--- src/rtl/pe_mac_pkg.sv ---
// Shared definitions for the pe_mac dot-product element: state encoding and
// default datapath widths used by the block, its datapath and its memory model.
package pe_mac_pkg;

  localparam int WORD_WIDTH_DEF = 16;
  localparam int ADDR_WIDTH_DEF = 4;
  localparam int ACC_WIDTH_DEF  = 2 * WORD_WIDTH_DEF + ADDR_WIDTH_DEF;

  typedef enum logic [1:0] {
    IDLE  = 2'b00,
    ISSUE = 2'b01,
    ACCUM = 2'b10,
    DONE  = 2'b11
  } state_e;

endpackage

--- src/rtl/pe_mac_acc.sv ---
// Signed multiply-accumulate datapath for pe_mac: a registered accumulator
// with synchronous clear, plus the combinational running sum.
module pe_mac_acc
  import pe_mac_pkg::*;
#(
  parameter int WORD_WIDTH = WORD_WIDTH_DEF,
  parameter int ACC_WIDTH  = ACC_WIDTH_DEF
) (
  input  logic                         clk_i,
  input  logic                         rst_i,
  input  logic                         clr_i,
  input  logic                         en_i,
  input  logic signed [WORD_WIDTH-1:0] act_i,
  input  logic signed [WORD_WIDTH-1:0] wt_i,
  output logic signed [ACC_WIDTH-1:0]  acc_o,
  output logic signed [ACC_WIDTH-1:0]  sum_o
);

  logic signed [2*WORD_WIDTH-1:0] prod_s;
  logic signed [ACC_WIDTH-1:0]    prod_ext_s;
  logic signed [ACC_WIDTH-1:0]    sum_s;
  logic signed [ACC_WIDTH-1:0]    acc_d;
  logic signed [ACC_WIDTH-1:0]    acc_q;

  // Product, sign extension and next accumulator value.
  always_comb begin
    prod_s     = act_i * wt_i;
    prod_ext_s = {{(ACC_WIDTH-2*WORD_WIDTH){prod_s[2*WORD_WIDTH-1]}}, prod_s};
    sum_s      = acc_q + prod_ext_s;
    if (clr_i) begin
      acc_d = {ACC_WIDTH{1'b0}};
    end else if (en_i) begin
      acc_d = sum_s;
    end else begin
      acc_d = acc_q;
    end
  end

  // Accumulator register.
  always_ff @(posedge clk_i or posedge rst_i) begin
    if (rst_i) begin
      acc_q <= {ACC_WIDTH{1'b0}};
    end else begin
      acc_q <= acc_d;
    end
  end

  assign acc_o = acc_q;
  assign sum_o = sum_s;

endmodule

--- src/rtl/pe_mac.sv ---
// Dot-product processing element: walks a window of weight memory, multiplies
// each weight by a streamed activation and presents the accumulated result.
module pe_mac
  import pe_mac_pkg::*;
#(
  parameter int WORD_WIDTH = WORD_WIDTH_DEF,
  parameter int ADDR_WIDTH = ADDR_WIDTH_DEF,
  parameter int ACC_WIDTH  = 2 * WORD_WIDTH + ADDR_WIDTH
) (
  input  logic                  clk,
  input  logic                  rst,
  input  logic                  start,
  input  logic [ADDR_WIDTH-1:0] base_addr,
  input  logic [ADDR_WIDTH:0]   len,
  input  logic [WORD_WIDTH-1:0] act_in,
  input  logic                  act_valid,
  output logic                  act_ready,
  output logic [ADDR_WIDTH-1:0] mem_addr,
  output logic                  mem_en,
  input  logic [WORD_WIDTH-1:0] mem_data,
  output logic [ACC_WIDTH-1:0]  result,
  output logic                  res_valid,
  input  logic                  res_ready,
  output logic                  busy
);

  localparam logic [ADDR_WIDTH:0] RAM_DEPTH_L = {1'b1, {ADDR_WIDTH{1'b0}}};
  localparam logic [ADDR_WIDTH:0] ONE_L       = {{ADDR_WIDTH{1'b0}}, 1'b1};
  localparam logic [ADDR_WIDTH:0] ZERO_L      = {(ADDR_WIDTH+1){1'b0}};

  state_e                state_q;
  logic [ADDR_WIDTH-1:0] base_q;
  logic [ADDR_WIDTH-1:0] mem_addr_q;
  logic [ADDR_WIDTH:0]   len_q;
  logic [ADDR_WIDTH:0]   k_q;
  logic                  act_ready_q;
  logic                  res_valid_q;
  logic                  busy_q;
  logic                  mem_en_q;
  logic [ACC_WIDTH-1:0]  result_q;

  logic [ADDR_WIDTH:0]   len_clamp_d;
  logic [ADDR_WIDTH:0]   k_d;
  logic [ADDR_WIDTH-1:0] addr_d;
  logic                  last_term_d;
  logic                  acc_clr_d;
  logic                  acc_en_d;
  logic [ACC_WIDTH-1:0]  acc_s;
  logic [ACC_WIDTH-1:0]  acc_sum_s;

  // Length clamp, next term index/address and datapath controls.
  always_comb begin
    if (len > RAM_DEPTH_L) begin
      len_clamp_d = RAM_DEPTH_L;
    end else begin
      len_clamp_d = len;
    end
    k_d         = k_q + ONE_L;
    addr_d      = base_q + k_d[ADDR_WIDTH-1:0];
    last_term_d = (k_d == len_q);
    acc_clr_d   = (state_q == IDLE) && start;
    acc_en_d    = (state_q == ACCUM) && act_valid;
  end

  pe_mac_acc #(
    .WORD_WIDTH(WORD_WIDTH),
    .ACC_WIDTH (ACC_WIDTH)
  ) u_acc (
    .clk_i(clk),
    .rst_i(rst),
    .clr_i(acc_clr_d),
    .en_i (acc_en_d),
    .act_i(act_in),
    .wt_i (mem_data),
    .acc_o(acc_s),
    .sum_o(acc_sum_s)
  );

  // Control FSM with registered outputs; mem_addr only moves when entering ISSUE.
  always_ff @(posedge clk or posedge rst) begin
    if (rst) begin
      state_q     <= IDLE;
      base_q      <= {ADDR_WIDTH{1'b0}};
      mem_addr_q  <= {ADDR_WIDTH{1'b0}};
      len_q       <= ZERO_L;
      k_q         <= ZERO_L;
      act_ready_q <= 1'b0;
      res_valid_q <= 1'b0;
      busy_q      <= 1'b0;
      result_q    <= {ACC_WIDTH{1'b0}};
    end else begin
      case (state_q)
        IDLE: begin
          if (start) begin
            base_q <= base_addr;
            len_q  <= len_clamp_d;
            k_q    <= ZERO_L;
            busy_q <= 1'b1;
            if (len == ZERO_L) begin
              state_q     <= DONE;
              res_valid_q <= 1'b1;
              result_q    <= {ACC_WIDTH{1'b0}};
            end else begin
              state_q    <= ISSUE;
              mem_addr_q <= base_addr;
            end
          end else begin
            busy_q <= 1'b0;
          end
        end
        ISSUE: begin
          state_q     <= ACCUM;
          act_ready_q <= 1'b1;
        end
        ACCUM: begin
          if (act_valid) begin
            act_ready_q <= 1'b0;
            k_q         <= k_d;
            if (last_term_d) begin
              state_q     <= DONE;
              res_valid_q <= 1'b1;
              result_q    <= acc_sum_s;
            end else begin
              state_q    <= ISSUE;
              mem_addr_q <= addr_d;
            end
          end else begin
            act_ready_q <= 1'b1;
          end
        end
        DONE: begin
          result_q <= acc_s;
          if (res_ready) begin
            state_q     <= IDLE;
            res_valid_q <= 1'b0;
            busy_q      <= 1'b0;
          end else begin
            res_valid_q <= 1'b1;
          end
        end
        default: begin
          state_q     <= IDLE;
          act_ready_q <= 1'b0;
          res_valid_q <= 1'b0;
          busy_q      <= 1'b0;
        end
      endcase
    end
  end

  // Memory enable launched on the falling edge so the gated clock gets one clean edge per term.
  always_ff @(negedge clk or posedge rst) begin
    if (rst) begin
      mem_en_q <= 1'b0;
    end else begin
      mem_en_q <= (state_q == ISSUE);
    end
  end

  assign act_ready = act_ready_q;
  assign mem_addr  = mem_addr_q;
  assign mem_en    = mem_en_q;
  assign result    = result_q;
  assign res_valid = res_valid_q;
  assign busy      = busy_q;

endmodule

--- config.mk ---
export PLATFORM = sky130hd
export DESIGN_NAME = pe_mac
export DESIGN_NICKNAME = d
export VERILOG_FILES = /design/src/rtl/pe_mac_pkg.sv /design/src/rtl/pe_mac_acc.sv /design/src/rtl/pe_mac.sv
export SDC_FILE = /design/constraint.sdc
export NUM_CORES = 1
export LEC_CHECK = 0
export ABC_AREA = 1
export CORE_ASPECT_RATIO = 1.75
export CORE_MARGIN = 5
export CORE_UTILIZATION = 49
export DETAILED_ROUTE_END_ITERATION = 10
export PLACE_DENSITY = 0.7
export SYNTH_ARGS = -nofsm -noshare
export SYNTH_HDL_FRONTEND = slang
export SYNTH_SLANG_ARGS = --single-unit
--- constraint.sdc ---
create_clock -name clk -period 4.55 [get_ports clk]
set_input_delay 0.6825 -clock clk [delete_from_list [all_inputs] [get_ports clk]]
set_output_delay 0.6825 -clock clk [all_outputs]
set_load 0.01 [all_outputs]
Word-level counts from Yosys, hierarchy flattened:

Index checks and enable logic that the tools add are counted.

* register bits: 96
* bits of input ports: 46
* output and inout bits: 44

* add/subtract/negate cells: 3
* $mul: 1
* magnitude comparators: 1
* eq/ne operators: 11
* muxes and demuxes: 33
* reduce and logical (&&, ||, !) cells: 15

Operators by type and width (count)
* two-way mux 36 bit: 6
* one-hot mux 36 bit (3 select lines): 1
* adder 36 x 32 -> 36 bit: 1
* multiplier 16 x 16 -> 32 bit: 1
* two-way mux 4 bit: 4
* two-way mux 5 bit: 3
* != test 2 bit, second input constant: 6
* two-way mux 2 bit: 5
* one-hot mux 5 bit (2 select lines): 1
* AND reduction 5 bit: 2
* two-way mux 1 bit: 8
* one-hot mux 2 bit (4 select lines): 1
* one-hot mux 4 bit (2 select lines): 1
* nonzero test 2 bit: 4
* AND reduction 3 bit: 2
* adder 5 x 1 -> 5 bit, second input constant: 1
* equality test 5 bit: 1
* > comparator 5 bit, second input constant: 1
* logical NOT 5 bit: 1
* adder 4 bit: 1
* equality test 2 bit, second input constant: 2
* one-hot mux 1 bit (2 select lines): 2
* AND reduction 2 bit: 2
* one-hot mux 1 bit (3 select lines): 1
* 5 further kinds: 6

Logic depth before layout (Yosys ltp):

* word-level depth: 5
* gate-level depth with buffers: 30

Modules after synthesis:

A second synthesis with hierarchy kept.

* cell total of the unflattened synthesis: 2243
* area total of the unflattened synthesis: 17656.9 um^2

Modules (own cells, without submodules)
* pe_mac_acc: times used 1, cells an instance 1865, area each 14218.6 um^2
* pe_mac: times used 1, cells an instance 378, area each 3438.3 um^2

==> results.cfg <==
[timing]
tightest_slew_ns = 0.971
fmax_mhz = 177
fin_skew_ns = 0.00783
rsz0062_at_grt = yes
hold_slack_ns = 0.479
setup_slack_ns = -1.11
relSlewSlack_pct = 35.3
post-route-period-util_pct = 124
setup_violations = 56
min_period_ns = 5.66
final_max_slew_viol_count = 0
hold_violations = 0

[outcome]
violations = setup timing
outcome = finished with violations

[yosys]
post-synth-top-area-cell = fa_1
syn_inst = 2335
synth_edf_count = 0
yosys_warnings = 0
ys_seq_area_share_pct = 13.8
synth_area_leaders = fa_1 (36%), nand2_1 (15%), inv_1 (15%)
netlist_top_cells_count = nand2_1 (696), inv_1 (693), fa_1 (315), ha_1 (115), nor2_1 (103)
async_reset_ff_share_pct = 100
yosysMostFrequentCell = nand2_1
ys_ff_latch = 96
synth_top_area_share_pct = 36.1
avgSynthCellArea_sq_um = 7.48
syn_area_sq_um = 17500
synth_flop_cell = dfrtp_1
synthesis.nets = 2811
ys_types = 35

[worst_setup_path]
path_delay_family = adder cells
ff2ff_path_depth = 21
reg2reg_from = u_acc.acc_o[15]$_DFFE_PP0P_
crit_fanout = 4
cp-end-kind = flop
startpoint = mem_data[15]
crit_slowest_cell = fa_1
critPathKind = in -> reg
path_buf_inv = 8
required_ns = 4.86
slowest_delay_ns = 0.52
path_depth = 25
crit_path_frequent_cell = fa_1
start_kind = input pin
cp.arrival_ns = 5.97

[die]
fp.dieW_um = 153
start_util_pct = 49.5
die_height_um = 260
coreArea_sq_um = 35300
ios = 90
fp-row-count = 91
die_area_sq_um = 39600

[place]
hpwl_um = 42600
dpl_cell_area_sq_um = 21100
gp_congestion = 0.927
dp_cells = 2986
numPortBuffers = 89

[final_layout]
drive_gt1_share_pct = 31.4
design_area_sq_um = 24300
final_cells = 3122
finalNetCount = 3128
antennaDiodeCount = 0
area_growth_pct = 39.4

[routing]
ant_nets = 0
first_iter_violations = 781
dr_total_vias = 15700
drt-total-wl_um = 56200
firstDrtPassIters = 5
viasPerCell = 5.02
drcViolationCount = 0
detail_route.wl_per_cell_um = 18.0

[grt]
antenna_found_initial = 0
grt_pass1_vias = 17400
grt_pass1_wl_um = 88500
grt_start_max_net_pins = 71
grt_use_total_pct = 28.3
grt_remaining_overflow = 0

[hold_path]
hold_path.class = reg -> reg
min-delay-start = result[2]$_DFFE_PP0P_
holdPathStages = 2

[cts]
cts_tree = built
cts.reportedPaths.clkPinSlew_ns = 0.07
htreeDepth = 3
cts_buffer_depth = 2
cts_root_buffer = clkbuf_16
cts_hold_buf = 0
clock-sinks = 96
clock_latency_ns = 0.37
cts_buffers = 9

[run]
drv_cap = 0
registers in the layout (all words and copies together), names as in the netlist:
| register | cells |
|---|---|
| len_q | 5 |
| u_acc.acc_o | 36 |
| res_valid | 1 |
| mem_en | 1 |
| state_q | 2 |
| k_q | 5 |
| result | 36 |
| act_ready | 1 |
| mem_addr | 4 |
| base_q | 4 |
| busy | 1 |
cell type report:
| type | count | area (sq um) |
|---|---|---|
| clock buffers | 9 | 225 |
| inverters | 695 | 2650 |
| repair buffers | 392 | 4190 |
| well taps | 465 | 582 |
| fillers | 2713 | 11000 |
| flip-flops and latches | 96 | 2400 |
| multi-input cells | 1458 | 14200 |
| clock inverters | 7 | 72.6 |
layer usage:
layer | track usage, % | vias up | part of all wire [%]
li1 | - | 7277 | -
met2 | 54.1 | 486 | 54
met4 | 19.0 | 0 | 8.7
met5 | 0 | - | 0
met1 | 28.9 | 7672 | 34
met3 | 2.41 | 250 | 3.3
what timing repair did:
| action | in CTS | in global routing |
|---|---|---|
| setup endpoints to repair | 62 | 61 |
| gates cloned | 13 | 3 |
| gates resized for setup | 391 | 293 |
| buffers inserted | 85 | 28 |
| pin swaps | 198 | 206 |
cells by family after synthesis:
| logic type | count (synthesis) | share of synthesized area [%] |
|---|---|---|
| simple gates | 915 | 20.8 |
| flops | 96 | 13.8 |
| xor+xnor | 16 | 0.803 |
| buf+inv | 781 | 17.1 |
| compound gates | 97 | 3.17 |
| fa+ha+maj | 430 | 44.4 |
path summary, 6_finish.rpt:
kind	endpoint	slack, ns
min in group asynchronous	u_acc.acc_o[5]$_DFFE_PP0P_	0.82
max reg2reg	result[20]$_DFFE_PP0P_	-0.23
max	result[20]$_DFFE_PP0P_	-1.11
min	result[2]$_DFFE_PP0P_	0.48
max in group asynchronous	mem_en$_DFF_NP0_	1.68
min reg2reg	result[2]$_DFFE_PP0P_	0.48
per-stage QoR:
| step | utilization, % | TNS (ns) | worst slack (ns) |
|---|---|---|---|
| final | 68.9 | -49.47 | -1.11 |
| after global placement | 59.9 | -96.66 | -2.10 |
| after global routing | 68.9 | -57.92 | -1.27 |
| after CTS | 66.5 | -54.36 | -1.24 |
| after floorplan | - | -40.86 | -0.992 |
| after detailed placement | 59.9 | -98.91 | -2.10 |
placed cells by master, fill, tap and decap left out, drive strengths merged, types with 3 or more instances in the layout:
cell	count
nand3	73
a21oi	33
nand2	697
nand3b	8
nor3	10
bufbuf	5
buf	320
xnor2	11
xor2	5
and2	6
o22ai	31
o21ai	25
ha	115
nand4	14
inv	697
fa	315
nor2	104
clkdlybuf4s50	57
clkbuf	17
dfrtp	95
clkinvlp	3
worst register-to-register path, cell delays in order, from the launching register on:
cell     delay [ns]
dfrtp_1        0.35
inv_1          0.10
fa_1           0.52
inv_1          0.05
fa_1           0.48
fa_1           0.51
fa_1           0.58
inv_2          0.04
fa_1           0.49
inv_2          0.05
ha_4           0.32
nand2_4        0.07
buf_6          0.12
nor2_4         0.10
inv_2          0.08
nor2_4         0.11
nand4_1        0.20
nand4_1        0.21
nand3_2        0.10
nand2_4        0.10
nand2_2        0.05
nand2_1        0.08
Power is not shown: default switching activity piles up to over one toggle a cycle in this logic, so the estimate is an artifact.
==> patch 1 (same settings) <==
Set the package constant `ADDR_WIDTH_DEF` to 6 (it was 4).
--- a/src/rtl/pe_mac_pkg.sv
+++ b/src/rtl/pe_mac_pkg.sv
@@ -4,5 +4,5 @@
 
   localparam int WORD_WIDTH_DEF = 16;
-  localparam int ADDR_WIDTH_DEF = 4;
+  localparam int ADDR_WIDTH_DEF = 6;
   localparam int ACC_WIDTH_DEF  = 2 * WORD_WIDTH_DEF + ADDR_WIDTH_DEF;
 
Ports: changed (resized base_addr, len, mem_addr and result); port bits go from 90 to 98. No check against the original RTL was run, so the function may have changed too.
==> patch 1 against the original RTL <==
Sequential cell count increased by 12. Critical endpoint is now result[24]. Area after synthesis increased by 4.1%. Setup slack lost 0.13 ns. Critical path type unchanged. Design area is 5.7% higher. Worst hold slack better by 0.0049 ns. Wire length rose by 11%. Clock skew rose by 0.010 ns. Final cell count up 3.3%. The flow still finishes with violations (setup timing). Critical path depth up 3.
Power is not shown: default switching activity piles up to over one toggle a cycle in this logic, so the estimate is an artifact.
==> patch 1: results <==
set metrics [dict create \
    cts-resized-gates 469 \
    cts_setup_buffers 113 \
    violations "setup timing" \
    firstDrtPassIters 5 \
    grt_max_degree 67 \
    synth_adder_area_share_pct 43.9 \
    synth_compound_area_share_pct 4.29 \
    slowest_delay_ns 0.56 \
    syn-num-nets 2884 \
    num_vias 16900 \
    setup_violations 62 \
    place_worst_setup_slack_ns -2.44 \
    drive_gt1_share_pct 32.9 \
    status "finished with violations" \
    grt_pass1_vias 18200 \
    cp.arrival_ns 6.12 \
    place_area_sq_um 21900 \
    tns_ns -60.20 \
    fin_ws_ns -1.24 \
    synth_mux_area_share_pct 0.110 \
    grt.total_usage_pct 29.5 \
    ff2ff_setup_slack_ns -0.26 \
    placed_cells 3065 \
    slowest_stage "fa_1" \
    fin_cells 3226 \
    grt_pass1_wl_microns 94600 \
    synth_top_cells_by_area "fa_1 36%, nand2_1 15%, dfrtp_1 15%" \
    synth_xor_xnor_area_share_pct 0.820 \
    io_buffer_count 97 \
    globalplace.congestion 0.930 \
    synth_flop_cell "dfrtp_1" \
    hold_ws_ns 0.484 \
    tightest_slew_ns 1.03 \
    ys_seq_area_share_pct 14.9 \
    dp_hpwl_microns 44600 \
    drt_iter0_markers 837 \
]
-- patch 1: cell count changes in the layout (fill, tap and decap cells not counted), sizes merged, moves of 6 or more --
cell           delta
o22ai             +6
nor2             -20
nand3            +20
ha                +6
dfrtp            +12
fa                +8
a21oi             +8
inv              -36
nand2            +22
clkbuf            -6
o21ai            +21
clkdlybuf4s50     +9
buf              +44
-- patch 1: area by class of cell --
| type | instances | area [sq um] |
|---|---|---|
| multi-input cells | 1532 | 15100 |
| clock buffers | 10 | 229 |
| inverters | 662 | 2530 |
| repair buffers | 433 | 4480 |
| well taps | 475 | 594 |
| flip-flops and latches | 108 | 2700 |
| clock inverters | 6 | 48.8 |
| fillers | 2805 | 11100 |
-- patch 1: worst paths after layout --
kind / start / to / depth (start not counted)
min in group asynchronous: rst / result[25] / 3
min reg2reg: result[3] / result[3] / 2
max in group asynchronous: rst / mem_en / 2
max reg2reg: u_acc.acc_o[15] / result[32] / 22
min: result[3] / result[3] / 2
max: act_in[15] / result[24] / 28
-- patch 1: worst max-delay path: cells and delay by family --
kind / cells / cell delay (ns)
buffers and inverters: 11 / 1.00
AO/OA/AOI/OAI: 1 / 0.10
adder cells (fa/ha/maj): 7 / 3.39
AND/OR/NAND/NOR: 9 / 0.92
-- patch 1: per-layer routing --
metal,up-vias,routed length (microns),GRT usage (%)
met4,0,5900,19.9
met1,8337,20400,30.5
met5,-,0,0
met3,304,2490,2.84
li1,7620,-,-
met2,649,33400,55.1
-- patch 1: cells by family (layout without fill, tap and decap cells) --
kind of cell / Yosys count / count (layout)
muxes: 2 / 2
adders and majority gates: 444 / 444
DFF: 108 / 108
buffers and inverters: 750 / 1111
and+or+nand+nor: 930 / 930
AOI/OAI and AO/OA: 139 / 139
xor gates and xnor gates: 17 / 17
==> patch 2 (same settings) <==
Made on the original files. Reset style: synchronous (`rst` and `rst_i`), changed in 3 clocked blocks.
--- a/src/rtl/pe_mac_acc.sv
+++ b/src/rtl/pe_mac_acc.sv
@@ -38,5 +38,5 @@
 
   // Accumulator register.
-  always_ff @(posedge clk_i or posedge rst_i) begin
+  always_ff @(posedge clk_i) begin
     if (rst_i) begin
       acc_q <= {ACC_WIDTH{1'b0}};
--- a/src/rtl/pe_mac.sv
+++ b/src/rtl/pe_mac.sv
@@ -78,5 +78,5 @@
 
   // Control FSM with registered outputs; mem_addr only moves when entering ISSUE.
-  always_ff @(posedge clk or posedge rst) begin
+  always_ff @(posedge clk) begin
     if (rst) begin
       state_q     <= IDLE;
@@ -150,5 +150,5 @@
 
   // Memory enable launched on the falling edge so the gated clock gets one clean edge per term.
-  always_ff @(negedge clk or posedge rst) begin
+  always_ff @(negedge clk) begin
     if (rst) begin
       mem_en_q <= 1'b0;
Check against the original RTL: not checked (the comparison handles one clock edge and no latches or derived clocks); the edit may change what the design does.
==> patch 2 against the original RTL <==
The flow still finishes with violations (setup timing). Setup slack got worse by 0.0026 ns. Area after synthesis shrank 1.3%. Global-route usage increased by 1.2 points. Count of clock-buffer cells in the layout unchanged. Worst hold slack better by 0.0096 ns. Via count is 2.7% higher. Sequential share of layout area shrank 2.0 points. Non-clock buffer count rose by 19. Design area fell by 0.26%. Sequential cell count unchanged. Wire length grew 1.5%.
Power is not shown: default switching activity piles up to over one toggle a cycle in this logic, so the estimate is an artifact.
==> patch 2: results <==
set metrics [dict create \
    grt_antenna_before_repair 0 \
    place_area_sq_um 20800 \
    relSlewSlack_pct 42.5 \
    synth_top_cells_by_count "691 x nand2_1, 656 x inv_1, 315 x fa_1" \
    clockBufferDepth 2 \
    synthDistinctLibCells 38 \
    grt_max_degree 66 \
    cts.clk_slew.worst_paths_ns 0.07 \
    synth_top_cells_by_area "fa_1 37%, nand2_1 15%, inv_1 14%" \
    ys_seq_area_share_pct 11.2 \
    firstDrtPassIters 5 \
    synth_flop_cell "dfxtp_1" \
    cp.arrival_ns 5.93 \
    ff2ff_setup_slack_ns -0.16 \
    r2r_cells 22 \
    fill_cells 2663 \
    violations "setup timing" \
    drt_iter0_markers 687 \
    yosysWarningCount 0 \
    n_antenna_cell 0 \
    async_flop_share_pct 0 \
    postRouteWirelength_microns 57000 \
    dp_hpwl_microns 42000 \
    final_nets 3195 \
    reg2reg_from "u_acc.acc_o[15]" \
    setup_violations 60 \
    grt_pass1_vias 17700 \
    critPathMaxFanout 6 \
    fin_ws_ns -1.12 \
    fin_skew_ns 0.0543 \
    slowest_stage "fa_2" \
    viasPerCell 5.05 \
    globalplace.congestion 0.941 \
    grt.total_usage_pct 29.5 \
    r2r_end "result[26]" \
    status "finished with violations" \
    syn-num-nets 2861 \
    drive_gt1_share_pct 32.0 \
    io_buffer_count 89 \
    h-tree-depth 3 \
    cpLargestDelayFamily "adder cells" \
    hold_end "res_valid" \
    hold_ws_ns 0.488 \
    grt_pass1_wl_microns 89700 \
    slowest_delay_ns 0.64 \
    clock_latency_ns 0.41 \
    hold_path_startpoint "res_valid" \
]
==> patch 2: changes by cell type after synthesis, sizes merged, moves of 12 or more <==
cell    change
a21oi      +16
dfrtp      -95
dfxtp      +96
inv        -34
nor2       +68
o211ai     +20
o21ai      +12
o22ai      -31
==> patch 2: kinds of logic (layout without fill, tap and decap cells) <==
group,count (synthesis),after routing,share of synthesized area (%)
and+or+nand+nor,965,965,22.1
xor gates and xnor gates,17,17,0.908
muxes,2,2,0.116
AOI/OAI and AO/OA,124,124,4.29
DFF,96,96,11.2
adders and majority gates,430,430,45.0
buffers and inverters,751,1090,16.4
==> patch 2: area by class of cell <==
type	instances	area, sq um	area share, %
multi-input combinational	1538	14700	60.7
timing repair buffer	411	4230	17.4
inverter	662	2510	10.3
sequential	96	1920	7.92
tap	465	582	2.40
clock buffer	9	225	0.928
clock inverter	8	55.1	0.227
==> patch 2: metal layers <==
| metal | global-route usage, % | routed length [microns] | vias to the layer above |
|---|---|---|---|
| li1 | - | - | 7486 |
| met1 | 31.0 | 19000 | 7832 |
| met2 | 54.0 | 30900 | 531 |
| met3 | 2.46 | 1980 | 255 |
| met4 | 20.6 | 5180 | 0 |
| met5 | 0 | 0 | - |
==> patch 2: what timing repair did <==
action | 4_1_cts | 5_1_grt
cloned | 6 | 0
pin swaps | 227 | 209
hold endpoints to repair | 0 | 0
resized for setup | 467 | 290
buffers inserted | 108 | 45
endpoints found under the setup margin | 61 | 62
==> patch 2: per-stage QoR <==
stage	util [%]	worst slack (ns)	cells	TNS, ns
global route	69.4	-1.30	3189	-62.44
CTS	66.4	-1.13	3162	-51.94
floorplan	-	-1.14	2385	-44.01
finish	69.4	-1.12	3189	-52.73
detailed placement	59.4	-2.13	3035	-103.28
global placement	59.4	-2.05	3035	-100.25
==> patch 2: tightest hold or removal path, stage by stage, from the launching register on <==
cell	delay, ns
dfxtp_1	0.33
nor2_1	0.05
nor2_1	0.08
==> patch 2: worst max path at each step <==
stage                           from               to  slack (ns)  cells after the start
after detailed placement  act_in[15]  u_acc.acc_o[35]       -2.13                     24
after global routing      act_in[15]  u_acc.acc_o[35]       -1.30                     26
after floorplan           act_in[15]  u_acc.acc_o[34]       -1.14                     26
final                     act_in[15]  u_acc.acc_o[35]       -1.12                     26
after CTS                 act_in[15]       result[28]       -1.13                     27
after global placement    act_in[15]  u_acc.acc_o[35]       -2.05                     24
